`src/rtl/chan_scan_mux_pkg.sv`:
```
// rtl/chan_scan_mux_pkg.sv - mode encodings and FSM state type for the channel scan mux
package chan_scan_mux_pkg;

  typedef enum logic [1:0] {
    MODE_DIRECT  = 2'b00,
    MODE_SCAN    = 2'b01,
    MODE_HOLD    = 2'b10,
    MODE_ONESHOT = 2'b11
  } mode_e;

  typedef enum logic [2:0] {
    ST_DIRECT = 3'd0,
    ST_SCAN   = 3'd1,
    ST_HOLD   = 3'd2,
    ST_SHOT   = 3'd3,
    ST_DONE   = 3'd4
  } state_e;

endpackage

```
`src/rtl/chan_scan_mux_if.sv`:
```
// rtl/chan_scan_mux_if.sv - data, control and observation signals of the channel scan mux
interface chan_scan_mux_if #(
  parameter int W  = 1,
  parameter int N  = 4,
  parameter int DW = 8
);
  localparam int SW = (N > 1) ? $clog2(N) : 1;

  logic [N*W-1:0] din;
  logic [SW-1:0]  sel;
  logic [1:0]     mode;
  logic [DW-1:0]  dwell;
  logic           en;
  logic [W-1:0]   dout;
  logic           dout_valid;
  logic [SW-1:0]  cur_ch;
  logic           wrap;
  logic           done;

  modport master (
    output din, sel, mode, dwell, en,
    input  dout, dout_valid, cur_ch, wrap, done
  );

  modport slave (
    input  din, sel, mode, dwell, en,
    output dout, dout_valid, cur_ch, wrap, done
  );
endinterface

```
`src/rtl/chan_scan_mux_step_ctr.sv`:
```
// rtl/chan_scan_mux_step_ctr.sv - dwell counter and wrapping/saturating channel incrementer
module scan_step_ctr #(
  parameter int N  = 4,
  parameter int DW = 8,
  parameter int SW = 2
) (
  input  logic          clk,
  input  logic          rst,
  input  logic          count_i,
  input  logic          clear_i,
  input  logic          wrap_en_i,
  input  logic [DW-1:0] dwell_i,
  input  logic [SW-1:0] cur_ch_i,
  output logic          step_o,
  output logic          wrap_o,
  output logic          last_o,
  output logic [SW-1:0] next_ch_o
);
  localparam logic [SW-1:0] LAST_CH = SW'(N - 1);

  logic [DW-1:0] cnt_q;

  // >= so that shrinking dwell below the running count steps on the next cycle
  assign step_o = (cnt_q >= dwell_i);
  assign last_o = (cur_ch_i == LAST_CH);
  assign wrap_o = step_o && last_o && wrap_en_i;

  always_comb begin
    next_ch_o = cur_ch_i + SW'(1);
    if (last_o) begin
      next_ch_o = wrap_en_i ? '0 : cur_ch_i;
    end
  end

  always_ff @(posedge clk or posedge rst) begin
    if (rst) begin
      cnt_q <= '0;
    end else if (clear_i) begin
      cnt_q <= '0;
    end else if (count_i) begin
      cnt_q <= step_o ? '0 : cnt_q + DW'(1);
    end
  end
endmodule

```
`src/rtl/chan_scan_mux.sv`:
```
// rtl/chan_scan_mux.sv - registered N-channel selector with direct, scan, hold and one-shot sweep modes
module chan_scan_mux
  import chan_scan_mux_pkg::*;
#(
  parameter int W  = 1,
  parameter int N  = 4,
  parameter int DW = 8
) (
  input  logic            clk,
  input  logic            rst,
  chan_scan_mux_if.slave  bus
);
  localparam int SW = (N > 1) ? $clog2(N) : 1;
  localparam logic [SW-1:0] LAST_CH = SW'(N - 1);

  state_e        state_q, state_d;
  logic [SW-1:0] cur_q, cur_d;
  logic [W-1:0]  dout_q;
  logic          valid_q;
  logic          done_q, done_d;
  logic          wrap_q, wrap_d;
  logic          hold_dout;
  logic          ctr_clear, ctr_count;
  logic          ctr_step, ctr_wrap, ctr_last;
  logic [SW-1:0] ctr_next;
  logic          wrap_en;
  logic [SW-1:0] sel_cl;
  mode_e         mode_w;
  logic [W-1:0]  ch [N];

  for (genvar k = 0; k < N; k++) begin : g_ch
    assign ch[k] = bus.din[k*W +: W];
  end

  assign mode_w  = mode_e'(bus.mode);
  assign wrap_en = (mode_w != MODE_ONESHOT);
  // extra bit keeps the clamp compare meaningful when N is a power of two
  assign sel_cl  = ({1'b0, bus.sel} > (SW+1)'(N - 1)) ? LAST_CH : bus.sel;

  scan_step_ctr #(.N(N), .DW(DW), .SW(SW)) u_step (
    .clk       (clk),
    .rst       (rst),
    .count_i   (ctr_count),
    .clear_i   (ctr_clear),
    .wrap_en_i (wrap_en),
    .dwell_i   (bus.dwell),
    .cur_ch_i  (cur_q),
    .step_o    (ctr_step),
    .wrap_o    (ctr_wrap),
    .last_o    (ctr_last),
    .next_ch_o (ctr_next)
  );

  always_comb begin
    state_d   = state_q;
    cur_d     = cur_q;
    done_d    = done_q;
    wrap_d    = 1'b0;
    hold_dout = 1'b0;
    ctr_clear = 1'b0;
    ctr_count = 1'b0;
    if (bus.en) begin
      case (mode_w)
        MODE_DIRECT: begin
          state_d   = ST_DIRECT;
          cur_d     = sel_cl;
          done_d    = 1'b0;
          ctr_clear = 1'b1;
        end
        MODE_SCAN: begin
          state_d = ST_SCAN;
          done_d  = 1'b0;
          if (state_q != ST_SCAN) begin
            ctr_clear = 1'b1;
          end else begin
            ctr_count = 1'b1;
            wrap_d    = ctr_wrap;
            if (ctr_step) cur_d = ctr_next;
          end
        end
        MODE_HOLD: begin
          state_d   = ST_HOLD;
          done_d    = 1'b0;
          hold_dout = 1'b1;
        end
        default: begin
          if (state_q == ST_SHOT) begin
            ctr_count = 1'b1;
            if (ctr_step) begin
              if (ctr_last) begin
                state_d = ST_DONE;
                done_d  = 1'b1;
              end else begin
                cur_d = ctr_next;
              end
            end
          end else if (state_q != ST_DONE) begin
            // sweep always restarts from channel 0 on entry
            state_d   = ST_SHOT;
            cur_d     = '0;
            done_d    = 1'b0;
            ctr_clear = 1'b1;
          end
        end
      endcase
    end
  end

  always_ff @(posedge clk or posedge rst) begin
    if (rst) begin
      state_q <= ST_DIRECT;
      cur_q   <= '0;
      dout_q  <= '0;
      valid_q <= 1'b0;
      done_q  <= 1'b0;
      wrap_q  <= 1'b0;
    end else if (bus.en) begin
      state_q <= state_d;
      cur_q   <= cur_d;
      if (!hold_dout) dout_q <= ch[cur_d];
      valid_q <= 1'b1;
      done_q  <= done_d;
      wrap_q  <= wrap_d;
    end else begin
      wrap_q  <= 1'b0;
    end
  end

  assign bus.dout       = dout_q;
  assign bus.dout_valid = valid_q;
  assign bus.cur_ch     = cur_q;
  assign bus.wrap       = wrap_q;
  assign bus.done       = done_q;
endmodule

```
`src/flat_wrapper.sv`:
```
// flat-port wrapper written by rule: the top's interface ports become plain ports
module chan_scan_mux_flat import chan_scan_mux_pkg::*;
#(
  parameter int W  = 1,
  parameter int N  = 4,
  parameter int DW = 8
)
  (clk, rst, bus_din, bus_sel, bus_mode, bus_dwell, bus_en, bus_dout, bus_dout_valid, bus_cur_ch, bus_wrap, bus_done);
  chan_scan_mux_if #(.W(W), .N(N), .DW(DW)) bus_i ();
  input  logic clk;
  input  logic rst;
  input wire logic [$bits(bus_i.din)-1:0] bus_din;
  input wire logic [$bits(bus_i.sel)-1:0] bus_sel;
  input wire logic [$bits(bus_i.mode)-1:0] bus_mode;
  input wire logic [$bits(bus_i.dwell)-1:0] bus_dwell;
  input wire logic [$bits(bus_i.en)-1:0] bus_en;
  output wire logic [$bits(bus_i.dout)-1:0] bus_dout;
  output wire logic [$bits(bus_i.dout_valid)-1:0] bus_dout_valid;
  output wire logic [$bits(bus_i.cur_ch)-1:0] bus_cur_ch;
  output wire logic [$bits(bus_i.wrap)-1:0] bus_wrap;
  output wire logic [$bits(bus_i.done)-1:0] bus_done;
  assign bus_i.din = bus_din;
  assign bus_i.sel = bus_sel;
  assign bus_i.mode = bus_mode;
  assign bus_i.dwell = bus_dwell;
  assign bus_i.en = bus_en;
  assign bus_dout = bus_i.dout;
  assign bus_dout_valid = bus_i.dout_valid;
  assign bus_cur_ch = bus_i.cur_ch;
  assign bus_wrap = bus_i.wrap;
  assign bus_done = bus_i.done;
  chan_scan_mux #(.W(W), .N(N), .DW(DW)) u_core (.clk(clk), .rst(rst), .bus(bus_i));
endmodule
```
`config.mk`:
```
export PLATFORM = sky130hd
export DESIGN_NAME = chan_scan_mux_flat
export DESIGN_NICKNAME = d
export VERILOG_FILES = /design/src/rtl/chan_scan_mux_pkg.sv /design/src/rtl/chan_scan_mux_if.sv /design/src/rtl/chan_scan_mux_step_ctr.sv /design/src/rtl/chan_scan_mux.sv /design/src/flat_wrapper.sv
export SDC_FILE = /design/constraint.sdc
export NUM_CORES = 1
export LEC_CHECK = 0
export CAP_MARGIN = 20
export CORE_MARGIN = 2
export CORE_UTILIZATION = 50
export CTS_CLUSTER_SIZE = 8
export DETAILED_ROUTE_END_ITERATION = 8
export DONT_BUFFER_PORTS = 1
export GPL_TIMING_DRIVEN = 0
export PLACE_DENSITY = 0.7
export SLEW_MARGIN = 15
export SYNTH_ARGS = -nofsm -noshare
export SYNTH_HDL_FRONTEND = slang
export SYNTH_SLANG_ARGS = --single-unit
```
`constraint.sdc`:
```
create_clock -name clk -period 5.28 [get_ports clk]
set_input_delay 0.264 -clock clk [delete_from_list [all_inputs] [get_ports clk]]
set_output_delay 0.264 -clock clk [all_outputs]
set_load 0.01 [all_outputs]
```
==> out/qor.yml, run 1 <==
critical_path:
  reg2reg_from: "u_core.u_step.cnt_q[0]"
  cp_max_fo: 5
  path_cells: "inv_1 > ha_1 > and3_1 > o21ai_1 > a31o_2 > a211o_1 > o211ai_1 > a41oi_2 > mux2i_1 > o311ai_1"
  cp-start-kind: "flop"
  cp_num_buf_inv: 1
  cp-startpoint: "u_core.u_step.cnt_q[0]"
  end_kind: "flop"
  crit_type: "flop to flop"
  arrival_ns: 2.55
  path_delay_family: "compound AO/OA/AOI/OAI gates"
  cp_slowest_stage_delay_ns: 0.41
  cp_slowest_cell: "dfrtp_1"
  cp.required_ns: 5.47
place:
  gp_congestion: 0.793
  hpwl_mm: 2.07
  io_buffer_count: 0
  place_inst: 183
grt:
  overflow: 0
  grt_pass1_wl_mm: 4.17
  grt_max_degree: 18
  antenna_found_initial: 0
  grt_usage_pct: 19.7
  grt_pass1_vias: 986
layout:
  fill_cells: 237
  diodes: 0
  syn2layout_area_growth_pct: 5.82
  final_net_count: 190
  layoutNonFillerInstCount: 188
  layout_common_cells: "nand2_1, inv_1, dfrtp_1"
  drive_above_1_share_pct: 7.59
clocking:
  clk_latency_ns: 0.29
  numCtsBuffers: 3
  cts_tree: "yes"
  ctsHtreeMaxLevel: 1
  clk_pin_slew_ns: 0.09
  cts.sinks: 17
  clockBufferDepth: 2
  post_cts.repair.setup_buffers: 0
  clockRootBuffer: "clkbuf_4"
yosys:
  synth_top_family_by_area: "compound AO/OA/AOI/OAI gates"
  synth_flop_cell: "dfrtp_1"
  synth_edf_count: 0
  ys_warn_count: 0
  synth_xor_area_share_pct: 0
  synthCells: 153
  synthArstFlopShare_pct: 100
  synth_mux_area_share_pct: 6.71
  yosys.area_share.adder_pct: 11.8
  yosys.area_share.simple_pct: 19.8
  syn-num-nets: 184
  seq_area_frac_synth_pct: 33.6
  synth-seq-cells: 17
  synth_cell_type_count: 35
  synth_area_sq_um: 1270
  synth-compound-area-share_pct: 22.0
  syn_avg_cell_area_sq_um: 8.28
die:
  io_pins: 25
  floorplan.initialDensity_pct: 52.1
  fp.dieW_um: 54.4
  rows: 18
  fp.dieH_um: 54.4
  core-area_sq_um: 2430
  die_area_sq_um: 2950
detailed_routing:
  wl_mm: 2.54
  drt_iter0_drc: 21
  viasPerCell: 5.82
  dr.pass1.iters: 4
  drc: 0
  num_vias: 1095
  wl_per_cell_um: 13.5
  drtAntennaViolNets: 0
timing:
  finalHoldViolations: 0
  relSlewSlack_pct: 57.0
  layout_min_cycle_time_ns: 2.36
  rsz0062_at_grt: "no"
  maxSlewViolCount: 0
  fin_worst_skew_ns: 0.00229
  finalSetupViolations: 0
  worstMarginPinSlew_ns: 0.644
  fin_crit_sh_pct: 44.7
  fmax_ghz: 0.424
  tns_ns: 0
flow_run:
  maxCapViolations: 0
power:
  powerDensity_nw_per_um2: 209
  peakVddDrop_mv: 0.170
  p_leak_nw: 0.610
status:
  status: "complete, no violations"
min_path:
  hold_path_startpoint: "bus_mode[0]"
  hold_path_class: "input port to flop"
registers in the layout, indices dropped and copies added (netlist names):
| signal | cells |
|---|---|
| u_core.bus.cur_ch | 2 |
| u_core.bus.dout | 1 |
| u_core.state_q | 3 |
| u_core.u_step.cnt_q | 8 |
| u_core.bus.dout_valid | 1 |
| u_core.bus.wrap | 1 |
| u_core.bus.done | 1 |
what timing repair did:
action | in CTS | in global routing
setup endpoints to repair | 0 | 0
endpoints found under the hold margin | 17 | 0
hold buffers | 1 | 0
gates resized for setup | 0 | 0
synth_stat cells (2+ instances only):
library cell	n	area, sq um
o311ai_1	2	17.5
dfrtp_1	17	425
nand3_1	8	40.0
a21oi_1	8	40.0
mux2i_1	4	40.0
inv_1	17	63.8
nand2b_1	2	12.5
nor2b_1	6	37.5
o211ai_1	3	22.5
o21ai_1	2	10.0
o21ai_0	14	70.1
a211o_1	2	17.5
nor3_1	2	10.0
clkbuf_1	2	7.51
nand2_1	17	63.8
o31ai_1	2	15.0
a21boi_0	2	15.0
mux2_2	4	45.0
nor2_1	12	45.0
ha_1	12	150
kinds of logic (layout without fill, tap and decap cells):
family | Yosys count | after routing
flops | 17 | 17
mux | 8 | 8
buf+inv | 20 | 25
simple gates | 53 | 53
compound gates | 43 | 43
fa+ha+maj | 12 | 12
where the power goes:
| part | internal (mW) | total (mW) | leakage [nW] | switching, mW |
|---|---|---|---|---|
| clock network | 0.0294 | 0.0685 | 0.0150 | 0.0391 |
| logic | 0.0248 | 0.0606 | 0.372 | 0.0359 |
| registers | 0.139 | 0.151 | 0.223 | 0.0124 |
layout make-up:
| cell class | instances | area, sq um | area share [%] |
|---|---|---|---|
| Multi-Input combinational cell | 116 | 766 | 57.1 |
| Sequential cell | 17 | 425 | 31.7 |
| Inverter | 17 | 63.8 | 4.76 |
| Tap cell | 30 | 37.5 | 2.80 |
| Clock buffer | 4 | 26.3 | 1.96 |
| Buffer | 3 | 12.5 | 0.933 |
| Timing Repair Buffer | 1 | 10.0 | 0.746 |
routing by layer:
metal,vias to the layer above,global-route usage (%),part of all wire [%]
met5,-,0,0
met4,0,3.75,0.51
met3,2,6.01,4.8
met2,23,35.1,50
met1,514,23.2,44
li1,556,-,-
per-stage QoR:
stage               power (mW)  cell area, sq um  setup WS (ns)  hold slack [ns]  utilization (%)
floorplan                0.200              1270           3.11            0.190                -
global placement         0.211              1310           2.97            0.273             53.7
detailed placement       0.215              1310           2.93            0.279             53.7
CTS                      0.284              1340           2.90            0.118             55.1
global route             0.299              1340           2.65            0.121             55.1
finish                   0.280              1340           2.92            0.127             55.1
path summary, 6_finish.rpt:
check | endpoint | slack [ns] | cells after the start
max reg2reg | u_core.bus.dout | 2.92 | 10
max in group asynchronous | u_core.u_step.cnt_q[2] | 4.37 | 2
min in group asynchronous | u_core.u_step.cnt_q[0] | 0.50 | 2
min reg2reg | u_core.u_step.cnt_q[7] | 0.50 | 1
min | u_core.bus.wrap | 0.13 | 2
max | u_core.bus.dout | 2.92 | 10
Power figures use the tool's default switching activity.
==> inputs of run 2 (changes only) <==
- clock period: 5.28 -> 2.25 ns (I/O delays scaled with it)
==> run 2 against run 1 <==
The flow now finishes with violations (setup timing). Setup slack worse by 3.0 ns. Combinational power rose to 2.5 times the previous value. Total power up 140%. Sequential share of layout area down 0.89 points. Non-clock buffer count up 4. Count of clock-buffer cells in the layout unchanged. Register-to-register slack worse by 3.0 ns. Via count up 2.2%. Sequential power up 130%. Largest cell class unchanged. Largest power group unchanged. Highest routed layer unchanged.
==> out/qor.yml, run 2 (synthesis gave the netlist of run 1 again) <==
status:
  status: "finished with violations"
  violations: "setup timing"
critical_path:
  path_cells: "ha_1 > nor2b_1 > o211ai_1 > a31o_2 > a211o_1 > o211ai_1 > a41oi_2 > mux2i_1 > o311ai_1"
  arrival_ns: 2.50
  cp-start-kind: "flop"
  cp_max_fo: 5
  cp_slowest_stage_delay_ns: 0.40
  crit_type: "flop to flop"
  end_kind: "flop"
  cp.required_ns: 2.45
  crit_top_cell: "o211ai_1"
  cp_slowest_cell: "dfrtp_1"
power:
  p_leak_nw: 0.630
  p_total_mw: 0.669
  powerDensity_nw_per_um2: 485
  peakVddDrop_mv: 0.392
die:
  fp.dieH_um: 54.4
  io_pins: 25
  rows: 18
  die_area_sq_um: 2950
  floorplan.initialDensity_pct: 52.1
  fp.dieW_um: 54.4
  core-area_sq_um: 2430
layout:
  fill_cells: 236
  fin_area_sq_um: 1380
  largest_reg_flops: 8
  drive_above_1_share_pct: 10.5
  layoutNonFillerInstCount: 192
  utilization_pct: 56.7
  diodes: 0
  final_net_count: 194
  multi_input_area_sq_um: 772
  top_register: "u_core.u_step.cnt_q"
  syn2layout_area_growth_pct: 8.88
  seqCellArea_sq_um: 425
  layout_common_cells: "nand2_1, inv_1, dfrtp_1"
detailed_routing:
  drc: 0
  wl_mm: 2.68
  num_vias: 1119
  viasPerCell: 5.83
  dr.pass1.iters: 4
  drt_iter0_drc: 37
  wl_per_cell_um: 13.9
  drtAntennaViolNets: 0
place:
  io_buffer_count: 0
  hpwl_mm: 2.07
  dpl_cell_area_sq_um: 1310
  dpl_worst_slack_ns: -0.0995
  gp_congestion: 0.793
  place_inst: 183
grt:
  antenna_found_initial: 0
  grt_pass1_wl_mm: 4.33
  overflow: 0
  grt_usage_pct: 20.5
  grt_pass1_vias: 1015
  grt_max_degree: 18
clocking:
  numCtsBuffers: 3
  cts.sinks: 17
  clk_pin_slew_ns: 0.09
  clockRootBuffer: "clkbuf_4"
  ctsHtreeMaxLevel: 1
  clockBufferDepth: 2
  clk_latency_ns: 0.29
  cts_tree: "yes"
timing:
  relSlewSlack_pct: 57.2
  fin_ws_ns: -0.0586
  timing.hold.ws_ns: 0.0778
  fin_worst_skew_ns: 0.00239
  tns_ns: -0.216
  finalSetupViolations: 5
  rsz0062_at_grt: "yes"
  maxSlewViolCount: 0
  fin_crit_sh_pct: 103
  layout_min_cycle_time_ns: 2.31
  worstMarginPinSlew_ns: 0.641
  fmax_ghz: 0.433
  finalHoldViolations: 0
min_path:
  hold_path_class: "input port to flop"
flow_run:
  maxCapViolations: 0
run 2: where the power goes:
group / internal (mW) / leakage [nW] / switching (mW)
sequential: 0.326 / 0.223 / 0.0276
combinational: 0.0640 / 0.392 / 0.0900
clock: 0.0690 / 0.0150 / 0.0926
total: 0.459 / 0.630 / 0.210
run 2: area by class of cell:
type | instances | share of cell area (%)
inverters | 17 | 4.62
flip-flops and latches | 17 | 30.8
plain buffers | 3 | 0.907
repair buffers | 5 | 3.08
clock buffers | 4 | 1.90
multi-input cells | 116 | 55.9
well taps | 30 | 2.72
run 2: per-layer routing:
| metal | vias up | wire (um) | global-route usage [%] |
|---|---|---|---|
| li1 | 562 | - | - |
| met1 | 517 | 1170 | 23.4 |
| met2 | 33 | 1360 | 36.5 |
| met3 | 7 | 107 | 6.01 |
| met4 | 0 | 36 | 6.25 |
| met5 | - | 0 | 0 |
run 2: timing repair:
| action | CTS | global route |
|---|---|---|
| endpoints found under the setup margin | 5 | 10 |
| pin swaps | 2 | 1 |
| setup buffers | 3 | 0 |
| hold endpoints to repair | 18 | 0 |
| resized for setup | 1 | 2 |
| hold buffers | 2 | 0 |
run 2: worst max-delay path, delay by kind of cell (launching register included):
kind            cells  cell delay, ns
simple gates        1            0.12
fa+ha+maj           1            0.28
flops               1            0.40
compound gates      6            1.23
mux                 1            0.17
run 2: path summary, 6_finish.rpt:
kind | from | to | slack (ns) | cells past startpoint
max | u_core.u_step.cnt_q[1] | u_core.bus.dout | -0.06 | 9
min | bus_din[1] | u_core.bus.dout | 0.08 | 2
max reg2reg | u_core.u_step.cnt_q[1] | u_core.bus.dout | -0.06 | 9
min reg2reg | u_core.u_step.cnt_q[7] | u_core.u_step.cnt_q[7] | 0.50 | 1
max in group asynchronous | rst | u_core.u_step.cnt_q[2] | 1.50 | 2
min in group asynchronous | rst | u_core.u_step.cnt_q[0] | 0.34 | 2
